--- src/rtl/mul_div_unit.sv ---
// Iterative 32-cycle multiply/divide unit with HI/LO registers (MULT/MULTU/DIV/DIVU/MTHI/MTLO).
// Define MUL_DIV_UNIT_DIV_EN to build the divider; without it DIV/DIVU complete immediately as no-ops.
module mul_div_unit #(
  parameter int WIDTH = 32
) (
  input  logic             clk,
  input  logic             rst,
  input  logic             start,
  input  logic [2:0]       op,
  input  logic [WIDTH-1:0] a,
  input  logic [WIDTH-1:0] b,
  output logic             busy,
  output logic             done,
  output logic [WIDTH-1:0] hi,
  output logic [WIDTH-1:0] lo
);

  localparam logic [2:0] OP_MULT  = 3'b000;
  localparam logic [2:0] OP_MULTU = 3'b001;
  localparam logic [2:0] OP_DIV   = 3'b010;
  localparam logic [2:0] OP_DIVU  = 3'b011;
  localparam logic [2:0] OP_MTHI  = 3'b100;
  localparam logic [2:0] OP_MTLO  = 3'b101;

  typedef enum logic [1:0] {IDLE, CALC, FIX, DONE} state_t;

  state_t             state_reg;
  logic [5:0]         cnt_reg;
  logic [2*WIDTH-1:0] acc_reg;
  logic [WIDTH-1:0]   op_b_reg;
  logic               sign_q_reg;

  logic               is_signed;
  logic [WIDTH-1:0]   mag_a;
  logic [WIDTH-1:0]   mag_b;
  logic [WIDTH:0]     mul_sum;
  logic [2*WIDTH-1:0] mul_next;
  logic [2*WIDTH-1:0] step_next;
  logic [2*WIDTH-1:0] fix_next;

`ifdef MUL_DIV_UNIT_DIV_EN
  logic [WIDTH-1:0]   op_a_reg;
  logic               sign_r_reg;
  logic               dz_reg;
  logic               is_div_reg;
  logic [WIDTH:0]     div_rem;
  logic               div_borrow;
  logic [WIDTH-1:0]   div_diff;
  logic [2*WIDTH-1:0] div_next;
`else
  logic               skip_reg;
`endif

  assign is_signed = ~op[2] & ~op[0];
  assign mag_a = (is_signed && a[WIDTH-1]) ? -a : a;
  assign mag_b = (is_signed && b[WIDTH-1]) ? -b : b;

  // acc holds {partial product, multiplier} or {remainder, dividend/quotient}
  always_comb begin
    mul_sum   = {1'b0, acc_reg[2*WIDTH-1:WIDTH]} + {1'b0, op_b_reg};
    mul_next  = acc_reg[0] ? {mul_sum, acc_reg[WIDTH-1:1]} : {1'b0, acc_reg[2*WIDTH-1:1]};
    step_next = mul_next;
    fix_next  = sign_q_reg ? -acc_reg : acc_reg;
`ifdef MUL_DIV_UNIT_DIV_EN
    div_rem    = acc_reg[2*WIDTH-1:WIDTH-1];
    div_borrow = div_rem < {1'b0, op_b_reg};
    div_diff   = div_rem[WIDTH-1:0] - op_b_reg;
    div_next   = div_borrow ? {div_rem[WIDTH-1:0], acc_reg[WIDTH-2:0], 1'b0}
                            : {div_diff, acc_reg[WIDTH-2:0], 1'b1};
    if (is_div_reg) begin
      step_next = div_next;
      if (dz_reg)
        fix_next = {(sign_r_reg ? -op_a_reg : op_a_reg), {WIDTH{1'b1}}};
      else
        fix_next = {(sign_r_reg ? -acc_reg[2*WIDTH-1:WIDTH] : acc_reg[2*WIDTH-1:WIDTH]),
                    (sign_q_reg ? -acc_reg[WIDTH-1:0] : acc_reg[WIDTH-1:0])};
    end
`endif
  end

  always_ff @(posedge clk) begin
    if (!rst) begin
      state_reg  <= IDLE;
      cnt_reg    <= '0;
      acc_reg    <= '0;
      op_b_reg   <= '0;
      sign_q_reg <= 1'b0;
      busy       <= 1'b0;
      done       <= 1'b0;
      hi         <= '0;
      lo         <= '0;
`ifdef MUL_DIV_UNIT_DIV_EN
      op_a_reg   <= '0;
      sign_r_reg <= 1'b0;
      dz_reg     <= 1'b0;
      is_div_reg <= 1'b0;
`else
      skip_reg   <= 1'b0;
`endif
    end else begin
      done <= 1'b0;
      case (state_reg)
        IDLE: begin
          // the done-pulse cycle still belongs to the finished operation
          if (start && !done) begin
            case (op)
              OP_MULT, OP_MULTU: begin
                acc_reg    <= {{WIDTH{1'b0}}, mag_a};
                op_b_reg   <= mag_b;
                sign_q_reg <= is_signed & (a[WIDTH-1] ^ b[WIDTH-1]);
                busy       <= 1'b1;
                state_reg  <= CALC;
`ifdef MUL_DIV_UNIT_DIV_EN
                is_div_reg <= 1'b0;
`endif
              end
              OP_DIV, OP_DIVU: begin
`ifdef MUL_DIV_UNIT_DIV_EN
                acc_reg    <= {{WIDTH{1'b0}}, mag_a};
                op_a_reg   <= mag_a;
                op_b_reg   <= mag_b;
                sign_q_reg <= is_signed & (a[WIDTH-1] ^ b[WIDTH-1]);
                sign_r_reg <= is_signed & a[WIDTH-1];
                dz_reg     <= (b == '0);
                is_div_reg <= 1'b1;
                busy       <= 1'b1;
                state_reg  <= CALC;
`else
                done       <= 1'b1;
                skip_reg   <= 1'b1;
                state_reg  <= DONE;
`endif
              end
              OP_MTHI: hi <= a;
              OP_MTLO: lo <= a;
              default: ;
            endcase
          end
        end
        CALC: begin
          acc_reg <= step_next;
          if (cnt_reg == 6'(WIDTH - 1)) begin
            cnt_reg   <= '0;
            state_reg <= FIX;
          end else begin
            cnt_reg <= cnt_reg + 6'd1;
          end
        end
        FIX: begin
          acc_reg   <= fix_next;
          state_reg <= DONE;
        end
        DONE: begin
`ifdef MUL_DIV_UNIT_DIV_EN
          hi   <= acc_reg[2*WIDTH-1:WIDTH];
          lo   <= acc_reg[WIDTH-1:0];
          done <= 1'b1;
`else
          if (!skip_reg) begin
            hi   <= acc_reg[2*WIDTH-1:WIDTH];
            lo   <= acc_reg[WIDTH-1:0];
            done <= 1'b1;
          end
          skip_reg <= 1'b0;
`endif
          busy      <= 1'b0;
          state_reg <= IDLE;
        end
        default: state_reg <= IDLE;
      endcase
    end
  end

endmodule

--- config.mk ---
export PLATFORM = sky130hd
export DESIGN_NAME = mul_div_unit
export DESIGN_NICKNAME = d
export VERILOG_FILES = /design/src/rtl/mul_div_unit.sv
export SDC_FILE = /design/constraint.sdc
export NUM_CORES = 1
export LEC_CHECK = 0
export CORE_MARGIN = 2
export CORE_UTILIZATION = 58
export DETAILED_ROUTE_END_ITERATION = 6
export GPL_TIMING_DRIVEN = 0
export PLACE_DENSITY_LB_ADDON = 0.12
export SKIP_LAST_GASP = 1
export SLEW_MARGIN = 20
export SYNTH_ARGS = -nofsm -noshare
export SYNTH_HDL_FRONTEND = slang
export SYNTH_SLANG_ARGS = --single-unit
--- constraint.sdc ---
create_clock -name clk -period 3.4 [get_ports clk]
set_input_delay 0.68 -clock clk [delete_from_list [all_inputs] [get_ports clk]]
set_output_delay 0.68 -clock clk [all_outputs]
set_load 0.02 [all_outputs]
# Word level (Yosys, flattened, before mapping)
# Cells that the tools add are included.
# op_classes
n_shift	0
div	0
muxes	30
bitwise	5
order_cmp	0
reduce_logical	17
n_addsub	5
mul	0
eq_ne	18
# ops
cell	count
32-bit two-way mux	8
64-bit two-way mux	4
64-bit case mux with 3 select lines	1
32-bit case mux with 2 select lines	2
32-bit negation	2
64-bit negation	1
32-bit by 32-bit adder with 33-bit output	1
3-bit AND reduction	4
4-bit AND reduction	3
2-bit by 1-bit != test with 1-bit output, second input constant	4
2-bit != test, second input constant	4
2-bit case mux with 4 select lines	1
1-bit two-way mux	7
6-bit by 1-bit adder with 6-bit output, second input constant	1
3-bit by 2-bit == test with 1-bit output, second input constant	2
3-bit == test, second input constant	2
6-bit by 5-bit == test with 1-bit output, second input constant	1
6-bit two-way mux	1
1-bit case mux with 2 select lines	3
2-bit == test, second input constant	2
2-bit two-way mux	2
2-bit case mux with 2 select lines	1
2-bit OR reduction	2
3-bit by 1-bit == test with 1-bit output, second input constant	1
other kinds (11)	15
# totals
input_bits	70
mem_bits_ro	0
wordCells	85
out_inout_bits	66
n_memories	0
latch_bits	0
ramBits	0
reg_bits	172

# Logic depth before layout (Yosys ltp)
# logic_depth
ltp_word	7
ltp_mapped	11
depth_no_buf	10

# Least setup slack after synthesis
# OpenSTA, ideal clock, no wires.
# synth_path
path_type	register -> register
startpoint	register acc_reg[32]
endpoint	register acc_reg[59]
path_slack_ps	335
arrival_time_ps	2934
n_path_buf	0
stages_incl_launch_ff	11
synth_period_minus_slack_ps	3065
required_ps	3270
setup_time_ps	130
cell_sequence	dfxtp_1 ha_1 fa_1 a211o_1 a211oi_1 o221ai_1 a31oi_1 o21ai_0 a311oi_1 xor2_1 o211ai_1
# synth_between
elab_chain_cells	3
elab_cells_between_ends	5
classes_between	add/sub (2); mux (3)
# synth_rtl
element	line_no	source
start, declared	29	logic [2*WIDTH-1:0] acc_reg;
start signal, assigned	108	acc_reg <= {{WIDTH{1'b0}}, mag_a};
start signal, assigned	141	acc_reg <= step_next;
start signal, assigned	150	acc_reg <= fix_next;
64-bit negation or 32-bit by 32-bit adder with 33-bit output (tied branches)	63, 60	
64-bit two-way mux, on equally long branches	63, 61	
64-bit case mux with 3 select lines *	102	case (state_reg)
# Mark *: on every way between the ends. The rest lies on a longest branch, timed or not. The select of a mux whose other input is x is not followed.
# A chain may end at the register's enable or synchronous reset.

# Worst setup path after layout
# layout_path
startpoint	input op[2]
endpoint	register acc_reg[30]
# layout_between
elab_chain_cells	7
elab_cells_between_ends	12
classes_between	eq/ne (2); mux (4); bitwise (2); reduce/logical (4)
# layout_rtl
element	line_no	source
start, declared	9	input logic [2:0] op,
1-bit NOT	54	assign is_signed = ~op[2] & ~op[0];
1-bit AND	54	
1-bit logical AND	55	assign mag_a = (is_signed && a[WIDTH-1]) ? -a : a;
32-bit two-way mux	55	
64-bit two-way mux	106	case (op)
64-bit two-way mux	105	if (start && !done) begin
64-bit case mux with 3 select lines	102	
# Parallel ways exist; a longest one is shown, timed or not. The select of a mux whose other input is x is not followed.

==> results.txt <==
Overall track demand over capacity in global routing - 41.2%
CTS tree - yes
Setup Buffers After CTS - 0
Series of cell instances along the critical path - clkdlybuf4s50_1 -> or4b_2 -> a211oi_4 -> nand2_2 -> clkbuf_1 -> a21oi_1 -> a21oi_1 -> o21ai_0 -> a21oi_1
Root buffer cell - sky130_fd_sc_hd__clkbuf_16
Total leakage power - 5.03 nW
Top FF cell, synth - sky130_fd_sc_hd__dfxtp_1
Number of distinct library cells after synthesis - 80
Critical Path Fanout Max - 10
YS warnings - 0
Antenna diode count - 0
Kind of critical path - in2reg
Rel. slew slack - 37.3%
Placement row count - 52
Floorplan die area - 21800 µm²
Post-CTS Hold Fix Bufs - 0
Depth of the CTS H-tree - 4
Arrival time of the worst setup path - 3.77 ns
Post-layout worst setup margin - -0.0661 ns
Initial Utilization - 59.2%
IO Port Bufs - 134
Transition time at the pin with the least slew margin - 0.937 ns
Via count of the first global-routing pass - 12900
Crit-path leading delay family - compound AO/OA/AOI/OAI gates
Count of endpoints failing setup in the final report - 4
Status - finished, violations left
Part of the cycle the worst path needs - 102%
Final core utilization - 70.9%
Setup repair after global routing missed its margin - true
Layout Skew - 0.0119 ns
Placed cells - 1996
Initial antenna violation count - 0
Syn avg cell area - 7.52 µm²
Area added between synthesis and finish - 19.8%
Data required time at the worst endpoint - 3.70 ns
Maximum buffer depth of the clock tree - 2
Via count of the routed design - 13500
Minimum hold slack - 0.481 ns
Count of cells resized by post-cts repair - 12
Top cell type's share of synthesized area - 28.7%
Grt total ovfl - 0
Highest clock frequency the design can meet - 289 MHz
Cell with the biggest individual delay on the critical path - sky130_fd_sc_hd__or4b_2
Most common library cell in the layout ignoring fill and taps - sky130_fd_sc_hd__nor2_1
Net count of the finished layout - 1858
Number of endpoints with negative hold slack in the final report - 0
Number of standard cells in the final layout excluding fillers - 2028
Pins over their slew limit - 0
Sinks on Clock Net - 172
Commonest cells after routing, fill and taps aside - sky130_fd_sc_hd__nor2_1 (184), sky130_fd_sc_hd__dfxtp_1 (172), sky130_fd_sc_hd__a21oi_1 (164)
Area of the core - 20200 µm²
Part of the Yosys area used for sequential elements - 28.7%
Worst setup timing slack at the placement stage - -0.705 ns
Detailed-route wire length per cell - 22.3 µm
Post-Syn Area - 12000 µm²
Final routed DRC violation total - 0
Fraction of final layout cells with drive strength greater than 1 - 4.78%
Critical Path Sink Type - flop
Tmin final - 3.47 ns
Reg-to-reg setup timing slack - 0.04 ns
Final GP Congestion - 1.02
Die width - 148 µm
Global-route wire length before repair - 70300 µm
Number of design-rule violations left by the first detailed-router iteration - 1664
CTS Buf Count - 17
Cell type contributing the most total cell area after synthesis - sky130_fd_sc_hd__dfxtp_1
FF+latch count, synth - 172
Kind of path behind the tightest hold check - reg2reg
Failing checks - negative setup slack
Die Span Y - 148 µm
Hpwl dp - 34900 µm
Worst IR drop on VDD - 0.431 mV
Crit path largest cell delay - 0.79 ns
Number of nets in the synthesized netlist - 1705
Total wirelength of the detailed-routed design - 45200 µm
Routed Antenna Nets - 0
Setup TNS - -0.121 ns
Maximum number of pins on one net before global-route repair - 18
Clock latency at the later pin of the worst-skew pair - 0.45 ns
Max FFs per register - 64
I/O pin count - 136
Via density per instance - 6.68
Max-cap check violation count - 0
Clk pin slew, worst setup/hold paths - 0.07 ns
Number of enable-type register cells in the synthesized netlist - 0
Most area-consuming cells after synthesis - sky130_fd_sc_hd__dfxtp_1 (29%), sky130_fd_sc_hd__a21oi_1 (6.9%), sky130_fd_sc_hd__a211oi_1 (6.3%)
Power density over cell area - 784 nW/µm²
Share of synthesized flip-flops with an asynchronous set or reset - 0%
Most common cell type on the critical path - sky130_fd_sc_hd__a21oi_1
Gate Count Post-Synth - 1592
Worst path buffer plus inverter count - 2
Number of optimization iterations in the first detailed-route pass - 6
Critical path launch point type - input port
[layout make-up]
type                            count  area (µm²)
Buffer                            119         464
Clock inverter                     14         158
Inverter                           33         124
Timing Repair Buffer              134        1340
Sequential cell                   172        3440
Clock buffer                       18         429
Tap cell                          270         338
Fill cell                        1694        5880
Multi-Input combinational cell   1268        8060
[report_power, final]
part | switching (mW) | internal (mW)
sequential | 0.453 | 2.60
combinational | 4.00 | 2.17
clock | 0.986 | 1.04
total | 5.44 | 5.82
[cells in the mapped netlist, types with 25 or more instances]
cell and n:
sky130_fd_sc_hd__nor2_1 187, sky130_fd_sc_hd__dfxtp_1 172, sky130_fd_sc_hd__a21oi_1 164, sky130_fd_sc_hd__nand2_1 125, sky130_fd_sc_hd__a211oi_1 101, sky130_fd_sc_hd__clkbuf_1 94
sky130_fd_sc_hd__o21ai_0 91, sky130_fd_sc_hd__xnor2_1 56, sky130_fd_sc_hd__nor3_1 47, sky130_fd_sc_hd__xor2_1 45, sky130_fd_sc_hd__ha_1 42, sky130_fd_sc_hd__nor2b_1 34
sky130_fd_sc_hd__inv_1 32, sky130_fd_sc_hd__nand3_1 27, sky130_fd_sc_hd__a221oi_1 26, sky130_fd_sc_hd__nor4_1 25
[stage by stage]
stage	total power, mW	cell area (µm²)
floorplan	6.79	12000
global placement	8.90	13700
detailed placement	8.99	13700
CTS	11.0	14300
global route	11.8	14400
finish	11.3	14400
[logic make-up (layout without fill, tap and decap cells)]
| group | count (synthesis) | count (layout) | share of synthesized area (%) |
|---|---|---|---|
| simple gates | 548 | 548 | 22.4 |
| mux | 12 | 12 | 1.03 |
| xor+xnor | 101 | 101 | 7.38 |
| flops | 172 | 172 | 28.7 |
| buf+inv | 152 | 318 | 4.86 |
| fa+ha+maj | 43 | 43 | 4.55 |
| compound gates | 564 | 564 | 31.0 |
[worst paths after layout]
path | cells after the start | endpoint | startpoint
max | 9 | acc_reg[30] | op[2]
max reg2reg | 11 | acc_reg[30] | state_reg[0]
min reg2reg | 2 | sign_q_reg | sign_q_reg
min | 2 | sign_q_reg | sign_q_reg
[layer usage]
metal,wire [µm],GRT usage (%)
met3,5160,7.62
met4,2870,25.7
met1,16900,50.5
met2,20300,67.1
met5,0,0
[worst min-delay path: cells and delay by family (launching register included)]
family          cells  cell delay [ns]
flops               1             0.31
compound gates      2             0.13
No activity file was read; power rests on OpenSTA's default activity.
